[config.mk]
export PLATFORM = sky130hd
export DESIGN_NAME = regfile_wb_ctrl
export DESIGN_NICKNAME = d
export VERILOG_FILES = /design/src/rtl/regfile_wb_ctrl.sv
export SDC_FILE = /design/constraint.sdc
export NUM_CORES = 1
export LEC_CHECK = 0
export CORE_MARGIN = 3
export CORE_UTILIZATION = 45
export CTS_BUF_LIST = sky130_fd_sc_hd__clkbuf_4 sky130_fd_sc_hd__clkbuf_8
export DETAILED_ROUTE_END_ITERATION = 7
export PLACE_DENSITY_LB_ADDON = 0.3
export SLEW_MARGIN = 20
export SYNTH_ARGS = -nofsm -noshare
export SYNTH_HDL_FRONTEND = slang
export SYNTH_SLANG_ARGS = --single-unit
[constraint.sdc]
create_clock -name clock -period 3.9 [get_ports clock]
set_input_delay 0.39 -clock clock [delete_from_list [all_inputs] [get_ports clock]]
set_output_delay 0.39 -clock clock [all_outputs]
set_load 0.02 [all_outputs]
[src/rtl/regfile_wb_ctrl.sv]
// Writeback arbiter for the register file write port: ALU results and in-order load returns,
// with load queue, busy scoreboard and issue hazards. Optional REGFILE_WB_STATS_EN adds stall_count.
`timescale 1ns/1ps
module regfile_wb_ctrl #(
  parameter int LDQ_DEPTH = 4
) (
  input  logic        clock,
  input  logic        reset,
  input  logic        alu_wb_valid,
  output logic        alu_wb_ready,
  input  logic [2:0]  alu_wb_dr,
  input  logic [15:0] alu_wb_data,
  input  logic        ld_issue_valid,
  output logic        ld_issue_ready,
  input  logic [2:0]  ld_issue_dr,
  input  logic        ld_issue_d8,
  input  logic        mem_rsp_valid,
  input  logic [15:0] mem_rsp_data,
  input  logic [2:0]  src1_sel,
  input  logic [2:0]  src2_sel,
  output logic        src_hazard,
  output logic        write_en,
  output logic [2:0]  dr,
  output logic        alu_mem,
  output logic        d8_d16,
  output logic [15:0] rf_aluout,
  output logic [15:0] rf_mdr16,
  output logic        ldq_err
`ifdef REGFILE_WB_STATS_EN
  , output logic [15:0] stall_count
`endif
);

  localparam int PW = (LDQ_DEPTH > 1) ? $clog2(LDQ_DEPTH) : 1;
  localparam int CW = PW + 1;

  logic [2:0]    ldq_dr [LDQ_DEPTH];
  logic          ldq_d8 [LDQ_DEPTH];
  logic [PW-1:0] wr_ptr, rd_ptr;
  logic [CW-1:0] ldq_count;
  logic [7:0]    busy, busy_nxt;
  logic          hold_valid;
  logic [2:0]    hold_dr;
  logic [15:0]   hold_data;

  logic ldq_empty, ldq_full, mem_wr, alu_acc, ld_acc;
  logic [2:0] head_dr;
  logic       head_d8;

  always_comb begin
    ldq_empty = (ldq_count == '0);
    ldq_full  = (ldq_count == CW'(LDQ_DEPTH));
    head_dr   = ldq_dr[rd_ptr];
    head_d8   = ldq_d8[rd_ptr];
    mem_wr    = mem_rsp_valid && !ldq_empty;
    alu_wb_ready = !hold_valid;
    // A response this cycle pops the head, so a full queue still has room for one issue.
    ld_issue_ready = (!ldq_full || mem_rsp_valid) && !busy[ld_issue_dr]
                     && !(hold_valid && (hold_dr == ld_issue_dr));
    alu_acc = alu_wb_valid && alu_wb_ready;
    ld_acc  = ld_issue_valid && ld_issue_ready;
    src_hazard = busy[src1_sel] || busy[src2_sel]
                 || (hold_valid && ((hold_dr == src1_sel) || (hold_dr == src2_sel)));
    busy_nxt = busy;
    if (mem_wr) busy_nxt[head_dr] = 1'b0;
    if (ld_acc) busy_nxt[ld_issue_dr] = 1'b1;
  end

  always_ff @(posedge clock) begin
    if (ld_acc && !reset) begin
      ldq_dr[wr_ptr] <= ld_issue_dr;
      ldq_d8[wr_ptr] <= ld_issue_d8;
    end
  end

  always_ff @(posedge clock) begin
    if (reset) begin
      wr_ptr     <= '0;
      rd_ptr     <= '0;
      ldq_count  <= '0;
      busy       <= '0;
      hold_valid <= 1'b0;
      hold_dr    <= '0;
      hold_data  <= '0;
      ldq_err    <= 1'b0;
      write_en   <= 1'b0;
      dr         <= '0;
      alu_mem    <= 1'b0;
      d8_d16     <= 1'b0;
      rf_aluout  <= '0;
      rf_mdr16   <= '0;
    end else begin
      if (ld_acc) wr_ptr <= wr_ptr + 1'b1;
      if (mem_wr) rd_ptr <= rd_ptr + 1'b1;
      case ({ld_acc, mem_wr})
        2'b10:   ldq_count <= ldq_count + 1'b1;
        2'b01:   ldq_count <= ldq_count - 1'b1;
        default: ldq_count <= ldq_count;
      endcase
      busy <= busy_nxt;
      if (mem_rsp_valid && ldq_empty) ldq_err <= 1'b1;

      write_en <= 1'b0;
      if (mem_wr) begin
        write_en <= 1'b1;
        dr       <= head_dr;
        alu_mem  <= 1'b0;
        d8_d16   <= head_d8;
        rf_mdr16 <= mem_rsp_data;
        if (alu_acc) begin
          hold_valid <= 1'b1;
          hold_dr    <= alu_wb_dr;
          hold_data  <= alu_wb_data;
        end
      end else if (hold_valid && !mem_rsp_valid) begin
        write_en   <= 1'b1;
        dr         <= hold_dr;
        alu_mem    <= 1'b1;
        d8_d16     <= 1'b0;
        rf_aluout  <= hold_data;
        hold_valid <= 1'b0;
      end else if (alu_acc) begin
        write_en  <= 1'b1;
        dr        <= alu_wb_dr;
        alu_mem   <= 1'b1;
        d8_d16    <= 1'b0;
        rf_aluout <= alu_wb_data;
      end
    end
  end

`ifdef REGFILE_WB_STATS_EN
  always_ff @(posedge clock) begin
    if (reset) stall_count <= '0;
    else if (alu_wb_valid && !alu_wb_ready && (stall_count != 16'hFFFF))
      stall_count <= stall_count + 1'b1;
  end
`endif

endmodule
== Yosys cells after proc, flatten, opt, wreduce, memory -nomap -nowiden ==
Memories as Yosys holds them, arrays and structs flattened. A register that Yosys moved wholly into a read port is not among the register bits.
Index checks and enable logic that the tools add are counted.
Widths: inputs -> output; s select.

* Register bits after elaboration: 74
* Memory bits (writable): 16
* Bits of input ports: 50
* Output and inout bits: 42
* Logic and storage cells: 103
* Memories kept: 2

{| class="wikitable"
|+ Memory list
! name !! words !! width !! read ports !! clocked after memory_dff !! wr ports !! line !! RTL
|-
| ldq_dr || 4 || 3 || 1 || 1 || 1 || 37 || <nowiki>logic [2:0] ldq_dr [LDQ_DEPTH];</nowiki>
|-
| ldq_d8 || 4 || 1 || 1 || 1 || 1 || 38 || <nowiki>logic ldq_d8 [LDQ_DEPTH];</nowiki>
|}

* Add/sub/neg operators: 4
* Order comparisons: 6
* Equality and inequality tests: 7
* Mux-type cells: 34
* Bitwise logic cells: 4
* Reductions and logical operators: 32

{| class="wikitable"
|+ Operators by type and width
! kind !! number
|-
| $mux 16 || 2
|-
| $mux 1 || 17
|-
| $lt 3x4->1 const B || 4
|-
| $mux 8 || 2
|-
| $logic_and 1x1->1 || 12
|-
| $bmux 1 s3 || 3
|-
| $eq 3x3->1 || 3
|-
| $mux 3 || 3
|-
| $and 8x8->8 || 1
|-
| $mux 2 || 4
|-
| $not 8->8 || 1
|-
| $or 8x8->8 || 1
|-
| $logic_not 1->1 || 7
|-
| $demux 1 s3 || 2
|-
| $ge 3x1->1 const B || 2
|-
| $pmux 3 s2 || 1
|-
| $reduce_and 2->1 || 3
|-
| $reduce_bool 2->1 || 3
|-
| $add 2x1->2 const B || 2
|-
| $logic_or 1x1->1 || 4
|-
| $add 3x1->3 const B || 1
|-
| $eq 3x3->1 const B || 1
|-
| $logic_not 3->1 || 1
|-
| $reduce_bool 3->1 || 1
|-
| other kinds (6) || 6
|}

== Logic depth before layout (Yosys ltp) ==
Gate-level depths: netlist of the first run.

* Depth in word-level cells: 9
* Gate-level depth with buffers: 12
* Depth with buffers taken out: 10

== Worst setup path before layout of the first run ==
Ideal clock, no wire load.

* Kind: in2reg
* Start: input ld_issue_dr[1]
* End: register ldq_count[2]
* Library setup time: 70 ps
* Data arrival time: 2314 ps
* Required time: 3830 ps
* Path slack: 1516 ps
* Stages: 12
* Path buffers: 2
* Cells stage by stage: buf_2 -> nand2b_1 -> o22a_1 -> and4_1 -> buf_6 -> inv_4 -> ha_1 -> inv_1 -> fa_1 -> xor2_1 -> or3_1 -> a21oi_1

* Longest elaborated chain between the ends: 8
* Elaborated cells on any way between the ends: 13
* Those cells by class: eq/ne: 3; mux: 3; reduce/logical: 7

{| class="wikitable"
|+ RTL lines
! item !! line !! RTL
|-
| start, declared || 15 || <nowiki>input logic [2:0] ld_issue_dr,</nowiki>
|-
| $bmux 1 s3 || 58 || <nowiki>ld_issue_ready = (!ldq_full || mem_rsp_valid) && !busy[ld_issue_dr]</nowiki>
|-
| $mux 1 (not written as such) || 58 ||
|-
| $logic_not 1->1 || 58 ||
|-
| $logic_and 1x1->1 || 58 ||
|-
| $logic_and 1x1->1 * || 59 || <nowiki>&& !(hold_valid && (hold_dr == ld_issue_dr));</nowiki>
|-
| $logic_and 1x1->1 * || 61 || <nowiki>ld_acc = ld_issue_valid && ld_issue_ready;</nowiki>
|-
| $eq 2x1->1 or $eq 2x2->1 (tied branches) || 95 || <nowiki>case ({ld_acc, mem_wr})</nowiki>
|-
| $pmux 3 s2 or $reduce_bool 2->1 (tied branches) || - ||
|-
| end signal, assigned || 96 || <nowiki>2'b10: ldq_count <= ldq_count + 1'b1;</nowiki>
|-
| end signal, assigned || 97 || <nowiki>2'b01: ldq_count <= ldq_count - 1'b1;</nowiki>
|-
| end signal, assigned || 98 || <nowiki>default: ldq_count <= ldq_count;</nowiki>
|-
| end, declared || 40 || <nowiki>logic [CW-1:0] ldq_count;</nowiki>
|}

Every way passes the cells marked *; elsewhere a longest branch is shown, timed or not. The select of a mux whose other input is x is not followed.
A chain may end at the register's enable or synchronous reset.

== Worst setup path after layout of the first run ==
* Start: input ld_issue_dr[0]
* End: output ld_issue_ready

* Longest elaborated chain between the ends: 5
* Elaborated cells on any way between the ends: 8
* Those cells by class: eq/ne: 1; mux: 2; reduce/logical: 5

{| class="wikitable"
|+ RTL lines
! item !! line !! RTL
|-
| $bmux 1 s3 || 58 ||
|-
| $mux 1 (not written as such) || 58 ||
|-
| $logic_not 1->1 || 58 ||
|-
| $logic_and 1x1->1 || 58 ||
|-
| $logic_and 1x1->1 * || 59 ||
|-
| end, declared || 14 || <nowiki>output logic ld_issue_ready,</nowiki>
|}

Marked as above.

==> flow_metrics.env, run 1 <==
export IMPL_synth_top_area_share_pct=37.3
export IMPL_dieWidth_um=101
export IMPL_final_max_slew_viol_count=0
export IMPL_critPathKind="input pin to output port"
export IMPL_netlist_area_mm2=0.00408
export IMPL_setup_viol=0
export IMPL_grt_antenna_before_repair=0
export IMPL_power_leakage_nw=1.94
export IMPL_ioPinCount=92
export IMPL_core_mm2=0.00876
export IMPL_synth_seq_area_share_pct=49.0
export IMPL_grt_use_total_pct=18.8
export IMPL_cts_num_sinks=92
export IMPL_via_count=3209
export IMPL_syn_nets=465
export IMPL_synth_edf_count=16
export IMPL_yosysTopAreaCell="dfxtp_1"
export IMPL_ys_types=51
export IMPL_met2WireLength_um=4650
export IMPL_vdd_drop_max_v=0.000278
export IMPL_drt_iter0_drc=186
export IMPL_dpl_hpwl_um=6780
export IMPL_clock_path_buffers=2
export IMPL_required_ns=3.51
export IMPL_fp_row_count=34
export IMPL_grt_max_degree=69
export IMPL_cts_buffers=9
export IMPL_slew_headroom_pct=35.8
export IMPL_port_buffer_count=91
export IMPL_worst_slew_pin_slew_ns=0.962
export IMPL_cellPowerDensity_mw_per_mm2=543
export IMPL_initial_core_util_pct=46.6
export IMPL_synth_common_cells="82 x nand2_1, 76 x dfxtp_1, 43 x a21oi_1, 29 x nor2_1, 22 x mux2i_1"
export IMPL_period_needed_ns=3.13
export IMPL_yosysWarnings=0
export IMPL_dieArea_mm2=0.0102
export IMPL_htree_levels=3
export IMPL_gp_congestion=0.904
export IMPL_cts_setup_buffers=0
export IMPL_cts_tree="done"
export IMPL_post_route_period_util_pct=80.3
export IMPL_crit_fanout=14
export IMPL_end_kind="output port"
export IMPL_synthTopCellsByArea="dfxtp_1 37%, edfxtp_1 12%, nand2_1 7.5%"
export IMPL_fmax_mhz=319
export IMPL_rsz0062_at_grt="no"
export IMPL_critPathLaunchType="input pin"
export IMPL_drive_gt1_share_pct=10.9
export IMPL_synthArstFlopShare_pct=0
export IMPL_highest_layer="met4"
export IMPL_syn_area_per_cell_um2=9.98
export IMPL_wl_met3_um=600
export IMPL_dieHeight_um=101
export IMPL_synthMostInstantiatedCell="nand2_1"
export IMPL_drt_wl_total_um=9500
export IMPL_gr_total_overflow=0
export IMPL_fin_hold_ws_ns=0.457
export IMPL_grt_pass1_wl_um=15300
export IMPL_grt_pass1_vias=3124
export IMPL_skew_ns=0.00827
export IMPL_dr_pass1_iters=4
export IMPL_postCtsHoldBufs=0
export IMPL_clock_root_buffer="clkbuf_8"
export IMPL_outcome="completed"
export IMPL_fin_tns_setup_ns=0
export IMPL_insertion_delay_ns=0.35
export IMPL_hold_viol=0
export IMPL_via_per_inst=5.32
export IMPL_synth_seq_cells=92
export IMPL_wire_per_inst_um=15.8
export IMPL_cp_arrival_ns=2.74
export IMPL_cts_resized=0
export IMPL_synthCells=409
export IMPL_drc_errors=0
export IMPL_min_path_type="flop to flop"
export IMPL_diodes=0
export IMPL_clkTransAtPathRegs_ns=0.09
export IMPL_area_delta_synth_final_pct=27.5
export IMPL_met1_length_um=4070
export IMPL_cap_violations=0
export IMPL_ant_nets=0
export IMPL_nNetsFinal=547
export IMPL_synthFlopType="dfxtp_1"
## layout make-up
class / instances / area (um2)
Clock buffer: 10 / 138
Sequential cell: 92 / 2000
Fill cell: 763 / 3560
Multi-Input combinational cell: 280 / 1900
Inverter: 11 / 43.8
Timing Repair Buffer: 97 / 951
Tap cell: 108 / 135
Clock inverter: 5 / 37.5
## path summary, 6_finish.rpt
check | from | to | slack (ns) | depth (start not counted)
max | ld_issue_dr[0] | ld_issue_ready | 0.77 | 6
min | hold_data[11] | hold_data[11] | 0.46 | 2
max reg2reg | ldq_count[0] | ldq_count[2] | 1.31 | 10
min reg2reg | hold_data[11] | hold_data[11] | 0.46 | 2
## worst max-delay path: stages
cell	delay (ns)
clkdlybuf4s50_1	0.84
mux2_4	0.36
a21oi_2	0.15
nand3_1	0.21
nor2_1	0.17
clkdlybuf4s50_1	0.62
## logic make-up after synthesis
group | share of synthesized area (%)
multiplexers | 11.3
adder cells (fa/ha/maj) | 2.02
buffers and inverters | 4.48
AO/OA/AOI/OAI | 15.6
AND/OR/NAND/NOR | 14.8
XOR/XNOR | 2.79
flip-flops | 49.0
## layout by cell type, fill, tap and decap left out, drive strengths merged, types with 3 or more instances in the layout
master         count
clkdlybuf4s50     90
nand2             82
dfxtp             76
a21oi             45
nor2              29
mux2i             22
a211oi            17
edfxtp            16
inv               12
clkbuf            10
mux4               8
o211ai             8
xnor2              7
buf                7
nand2b             6
xor2               6
nand3b             5
ha                 5
o31ai              5
mux2               5
and3               4
nand3              4
o311ai             3
## layer usage
| metal | up-vias | global-route usage [%] |
|---|---|---|
| li1 | 1594 | - |
| met1 | 1503 | 24.3 |
| met2 | 96 | 31.8 |
| met3 | 16 | 3.93 |
| met4 | 0 | 5.93 |
| met5 | - | 0 |
## power breakdown
| part | internal (mW) | switching [mW] | leakage (nW) |
|---|---|---|---|
| registers | 1.12 | 0.117 | 0.767 |
| logic | 0.444 | 0.563 | 1.09 |
| clock network | 0.248 | 0.331 | 0.0848 |
## registers in the layout (all words and copies together) (netlist names), named ones only
signal      count
hold_valid      1
ldq_count       3
wr_ptr          2
write_en        1
alu_mem         1
dr              3
busy            8
hold_dr         3
ldq_dr         12
ldq_err         1
rd_ptr          2
hold_data      16
rf_aluout      16
ldq_d8          4
rf_mdr16       16
d8_d16          1
## metrics by stage
stage | std cells | worst slack, ns | cell area, um2 | total power [mW] | utilization [%]
2_1_floorplan | 409 | 1.52 | 4080 | 1.90 | -
3_3_place_gp | 588 | 0.711 | 5030 | 2.25 | 57.4
3_5_place_dp | 588 | 0.602 | 5030 | 2.28 | 57.4
4_1_cts | 603 | 0.748 | 5200 | 2.86 | 59.4
5_1_grt | 603 | 0.630 | 5200 | 3.01 | 59.4
6_report | 603 | 0.769 | 5200 | 2.83 | 59.4
Power figures use the tool's default switching activity.
==> inputs of run 2 (changes only) <==
==> constraint.sdc (replaced) <==
create_clock -name clock -period 2.6 [get_ports clock]
set_input_delay 0.26 -clock clock [delete_from_list [all_inputs] [get_ports clock]]
set_output_delay 0.26 -clock clock [all_outputs]
set_load 0.02 [all_outputs]
==> run 2 against run 1 <==
Critical path type unchanged. Core utilization grew 1.5 points. Count of clock-buffer cells in the layout down 1. Worst hold slack got worse by 0.0080 ns. Register-to-register slack got worse by 1.1 ns. Global-route usage up 0.59 points. Sequential power is 50% higher. Critical path depth is 1 higher. Combinational power up 55%. Largest power group unchanged. Clock skew is 0.0016 ns lower. Clock power rose by 69%. Sequential share of layout area decreased by 0.93 points. Wire length rose by 0.98%.
==> flow_metrics.env, run 2 (synthesis results as in run 1) <==
export IMPL_outcome="completed"
export IMPL_cp_slowest_cell="clkdlybuf4s50_1"
export IMPL_reg2reg_from="ldq_count[0]"
export IMPL_diodes=0
export IMPL_required_ns=2.34
export IMPL_fmax_mhz=402
export IMPL_end_kind="output port"
export IMPL_dieHeight_um=101
export IMPL_layoutNonFillerInstCount=618
export IMPL_final_common_cell="clkdlybuf4s50_1"
export IMPL_port_buffer_count=91
export IMPL_initial_core_util_pct=46.6
export IMPL_final_max_slew_viol_count=0
export IMPL_dieArea_mm2=0.0102
export IMPL_cts_setup_buffers=0
export IMPL_grt_pass1_wl_um=15700
export IMPL_place_inst=602
export IMPL_drc_errors=0
export IMPL_cp_arrival_ns=2.23
export IMPL_gr_total_overflow=0
export IMPL_power_leakage_nw=2.01
export IMPL_skew_ns=0.00665
export IMPL_period_needed_ns=2.49
export IMPL_dieWidth_um=101
export IMPL_postCtsHoldBufs=0
export IMPL_dpl_hpwl_um=6960
export IMPL_wire_per_inst_um=15.5
export IMPL_crit_end="ld_issue_ready"
export IMPL_path_cells="clkdlybuf4s50_1, buf_4, mux2_4, a21oi_2, nand3_1, nor2_1, clkdlybuf4s50_1"
export IMPL_rsz0062_at_grt="no"
export IMPL_worst_slew_pin_slew_ns=0.781
export IMPL_cts_buffers=9
export IMPL_drt_iter0_drc=162
export IMPL_clkTransAtPathRegs_ns=0.10
export IMPL_critPathKind="input pin to output port"
export IMPL_min_path_type="input pin to flop"
export IMPL_cts_tree="done"
export IMPL_ant_nets=0
export IMPL_fin_tns_setup_ns=0
export IMPL_post_route_period_util_pct=95.6
export IMPL_grt_use_total_pct=19.4
export IMPL_r2r_end="ldq_count[2]"
export IMPL_cellPowerDensity_mw_per_mm2=825
export IMPL_dr_pass1_iters=4
export IMPL_gp_congestion=0.909
export IMPL_via_per_inst=5.28
export IMPL_reg_top3="hold_data: 16 flops, rf_aluout: 16 flops, rf_mdr16: 16 flops"
export IMPL_clock_root_buffer="clkbuf_8"
export IMPL_drt_wl_total_um=9590
export IMPL_vdd_drop_max_v=0.000415
export IMPL_via_count=3260
export IMPL_fill_cells=750
export IMPL_htree_levels=3
export IMPL_area_delta_synth_final_pct=30.7
export IMPL_fp_row_count=34
export IMPL_grt_antenna_before_repair=0
export IMPL_critPathLaunchType="input pin"
export IMPL_startpoint="ld_issue_dr[0]"
export IMPL_max_stage_delay_ns=0.62
export IMPL_r2r_slack_ns=0.22
export IMPL_worstRegToRegCells=10
export IMPL_critPathMostFrequentCell="clkdlybuf4s50_1"
export IMPL_setup_viol=0
export IMPL_cts_resized=0
export IMPL_crit_fanout=10
export IMPL_insertion_delay_ns=0.35
export IMPL_hold_viol=0
export IMPL_ioPinCount=92
export IMPL_slew_headroom_pct=48.0
export IMPL_grt_pass1_vias=3172
export IMPL_clock_path_buffers=2
export IMPL_cap_violations=0
export IMPL_cts_num_sinks=92
export IMPL_grt_max_degree=69
export IMPL_core_mm2=0.00876
export IMPL_final_cell_mix="90 x clkdlybuf4s50_1, 82 x nand2_1, 76 x dfxtp_1"
export IMPL_nNetsFinal=561
export IMPL_drive_gt1_share_pct=13.5
[run 2: worst max-delay path: cells and delay by family]
kind,cells,cell delay [ns]
AO/OA/AOI/OAI,1,0.15
multiplexers,1,0.32
AND/OR/NAND/NOR,2,0.24
buffers and inverters,3,1.25
[run 2: worst min-delay path by stage]
stage / from / endpoint / cells after the start
finish: mem_rsp_data[3] / rf_mdr16[3] / 3
global route: mem_rsp_data[2] / rf_mdr16[2] / 3
detailed placement: hold_data[5] / hold_data[5] / 2
floorplan: ld_issue_d8 / ldq_d8[0] / 0
CTS: mem_rsp_data[6] / rf_mdr16[6] / 3
global placement: hold_data[15] / hold_data[15] / 2
[run 2: area by class of cell]
type | count | area [um2] | area share (%)
timing repair buffer | 111 | 1060 | 19.8
tap | 108 | 135 | 2.53
inverter | 11 | 43.8 | 0.821
clock buffer | 9 | 124 | 2.32
clock inverter | 7 | 75.1 | 1.41
multi-input combinational | 280 | 1900 | 35.6
sequential | 92 | 2000 | 37.5
[run 2: power by group]
group | internal, mW | switching (mW) | total (mW)
sequential | 1.68 | 0.173 | 1.86
clock | 0.450 | 0.525 | 0.974
combinational | 0.707 | 0.860 | 1.57
total | 2.84 | 1.56 | 4.40
[run 2: through the flow]
stage	total power, mW	util [%]	area, um2	setup slack [ns]	hold slack, ns
2_1_floorplan	2.85	-	4080	0.280	0.359
3_3_place_gp	3.43	58.6	5130	-0.0714	0.440
3_5_place_dp	3.47	58.6	5130	-0.140	0.448
4_1_cts	4.44	60.9	5330	0.106	0.433
5_1_grt	4.67	60.9	5330	0.0510	0.437
6_report	4.40	60.9	5330	0.114	0.449
[run 2: per-layer routing]
layer  part of all wire, %  track usage [%]
met3                   5.6             3.17
met5                     0                0
met4                  0.99             6.75
met1                    42             25.2
met2                    51             32.8
==> inputs of run 3 (changes only) <==
--- a/config.mk
+++ b/config.mk
@@ -9,6 +9,7 @@
 export CORE_UTILIZATION = 45
 export CTS_BUF_LIST = sky130_fd_sc_hd__clkbuf_4 sky130_fd_sc_hd__clkbuf_8
 export DETAILED_ROUTE_END_ITERATION = 7
+export GPL_TIMING_DRIVEN = 0
 export PLACE_DENSITY_LB_ADDON = 0.3
 export SLEW_MARGIN = 20
 export SYNTH_ARGS = -nofsm -noshare
==> constraint.sdc (replaced) <==
create_clock -name clock -period 2.6 [get_ports clock]
set_input_delay 0.26 -clock clock [delete_from_list [all_inputs] [get_ports clock]]
set_output_delay 0.26 -clock clock [all_outputs]
set_load 0.01 [all_outputs]
==> run 3 against run 2 <==
Worst setup slack improved by 0.031 ns. Die area unchanged. Final cell count increased by 0.65%. Clock skew increased by 0.0026 ns. Critical path type is now input pin to flop. Largest power group unchanged.
==> flow_metrics.env, run 3 (synthesis results as in run 1) <==
export IMPL_outcome="completed"
export IMPL_gp_congestion=0.785
export IMPL_final_max_slew_viol_count=0
export IMPL_final_setup_worst_slack_ns=0.145
export IMPL_cp_arrival_ns=2.73
export IMPL_grt_pass1_wl_um=16100
export IMPL_r2r_slack_ns=0.16
export IMPL_via_count=3323
export IMPL_final_common_cell="clkdlybuf4s50_1"
export IMPL_hold_end="ldq_dr[2][1]"
export IMPL_ioPinCount=92
export IMPL_worstRegToRegCells=11
export IMPL_via_per_inst=5.34
export IMPL_dieWidth_um=101
export IMPL_drive_gt1_share_pct=12.8
export IMPL_dpl_hpwl_um=7430
export IMPL_drc_errors=0
export IMPL_period_needed_ns=2.46
export IMPL_wire_per_inst_um=15.8
export IMPL_final_cell_mix="86 x clkdlybuf4s50_1, 82 x nand2_1, 70 x dfxtp_1"
export IMPL_holdPathStages=1
export IMPL_clock_root_buffer="clkbuf_8"
export IMPL_place_inst=607
export IMPL_vdd_drop_max_v=0.000303
export IMPL_min_path_type="input pin to flop"
export IMPL_worst_slew_pin_slew_ns=0.779
export IMPL_reg_top3="hold_data: 16 flops, rf_aluout: 16 flops, rf_mdr16: 16 flops"
export IMPL_dp_worst_setup_slack_ns=-0.489
export IMPL_dieHeight_um=101
export IMPL_fmax_mhz=407
export IMPL_crit_fanout=11
export IMPL_fill_cells=753
export IMPL_hold_viol=0
export IMPL_cellPowerDensity_mw_per_mm2=802
export IMPL_cts_setup_buffers=0
export IMPL_post_route_period_util_pct=94.4
export IMPL_grt_max_degree=19
export IMPL_hold_start="ld_issue_dr[1]"
export IMPL_skew_ns=0.00928
export IMPL_drt_wl_total_um=9830
export IMPL_grt_antenna_before_repair=0
export IMPL_power_total_mw=4.28
export IMPL_end_kind="flop"
export IMPL_critPathLaunchType="input pin"
export IMPL_drt_iter0_drc=147
export IMPL_grt_pass1_vias=3355
export IMPL_reg2reg_from="hold_dr[0]"
export IMPL_clkTransAtPathRegs_ns=0.09
export IMPL_fp_row_count=34
export IMPL_setup_viol=0
export IMPL_cts_tree="done"
export IMPL_port_buffer_count=90
export IMPL_nNetsFinal=565
export IMPL_slew_headroom_pct=48.1
export IMPL_initial_core_util_pct=46.6
export IMPL_critPathKind="input pin to flop"
export IMPL_gr_total_overflow=0
export IMPL_dieArea_mm2=0.0102
export IMPL_area_delta_synth_final_pct=30.9
export IMPL_insertion_delay_ns=0.35
export IMPL_r2r_end="ldq_count[2]"
export IMPL_clock_path_buffers=2
export IMPL_utilization_pct=61.0
export IMPL_cts_num_sinks=92
export IMPL_rsz0062_at_grt="no"
export IMPL_dr_pass1_iters=4
export IMPL_ant_nets=0
export IMPL_required_ns=2.87
export IMPL_grt_use_total_pct=19.5
export IMPL_layoutNonFillerInstCount=622
export IMPL_power_leakage_nw=2.01
export IMPL_core_mm2=0.00876
export IMPL_cts_buffers=9
export IMPL_htree_levels=3
export IMPL_cap_violations=0
export IMPL_diodes=0
==> run 3: cell types whose count changed in the layout (fill, tap and decap cells not counted), sizes merged, moves of 3 or more <==
cell and delta:
clkbuf +15, clkdlybuf4s50 -4, buf -10, dlygate4sd2 +3
==> run 3: critical path, stage by stage <==
cell	delay [ns]
dlygate4sd2_1	0.47
xnor2_1	0.17
nand4_1	0.16
and4_1	0.26
buf_6	0.14
inv_4	0.06
ha_1	0.17
inv_1	0.06
fa_1	0.37
xor2_1	0.15
or3_1	0.31
a21oi_1	0.15
==> run 3: worst max path at each step <==
stage | end | startpoint | slack [ns]
after floorplan | ldq_count[2] | ldq_count[0] | 0.28
after global placement | ldq_count[2] | mem_rsp_valid | -0.44
after detailed placement | ldq_count[2] | mem_rsp_valid | -0.49
after CTS | ldq_count[2] | mem_rsp_valid | 0.04
after global routing | ldq_count[2] | hold_dr[1] | 0.004
final | ldq_count[2] | ld_issue_dr[2] | 0.14
==> run 3: timing repair <==
| action | CTS | global route |
|---|---|---|
| endpoints found under the setup margin | 2 | 1 |
| resized for setup | 7 | 8 |
| hold buffers | 0 | 0 |
==> run 3: stage by stage <==
step	area, um2	hold WS (ns)	setup TNS, ns
floorplan	4080	0.359	0
global placement	5120	0.441	-0.735
detailed placement	5120	0.445	-0.894
CTS	5320	0.325	0
global route	5340	0.340	0
finish	5340	0.338	0
==> run 3: report_power, final <==
| group | internal [mW] | switching [mW] | total [mW] |
|---|---|---|---|
| logic | 0.689 | 0.768 | 1.46 |
| clock network | 0.456 | 0.498 | 0.953 |
| registers | 1.69 | 0.181 | 1.87 |
==> run 3: routing by layer <==
layer / track usage, % / vias to the layer above / share of wire (%)
met2: 34.4 / 71 / 52
met1: 24.6 / 1614 / 44
met4: 6.65 / 0 / 0.66
met3: 2.62 / 8 / 4.1
li1: - / 1630 / -
met5: 0 / - / 0
==> run 3: cell type report <==
type / count / area [um2] / share of cell area [%]
timing repair buffer: 90 / 900 / 16.8
inverter: 11 / 43.8 / 0.820
buffer: 25 / 141 / 2.65
tap: 108 / 135 / 2.53
multi-input combinational: 280 / 1920 / 35.9
sequential: 92 / 2010 / 37.6
clock buffer: 10 / 131 / 2.46
clock inverter: 6 / 63.8 / 1.19
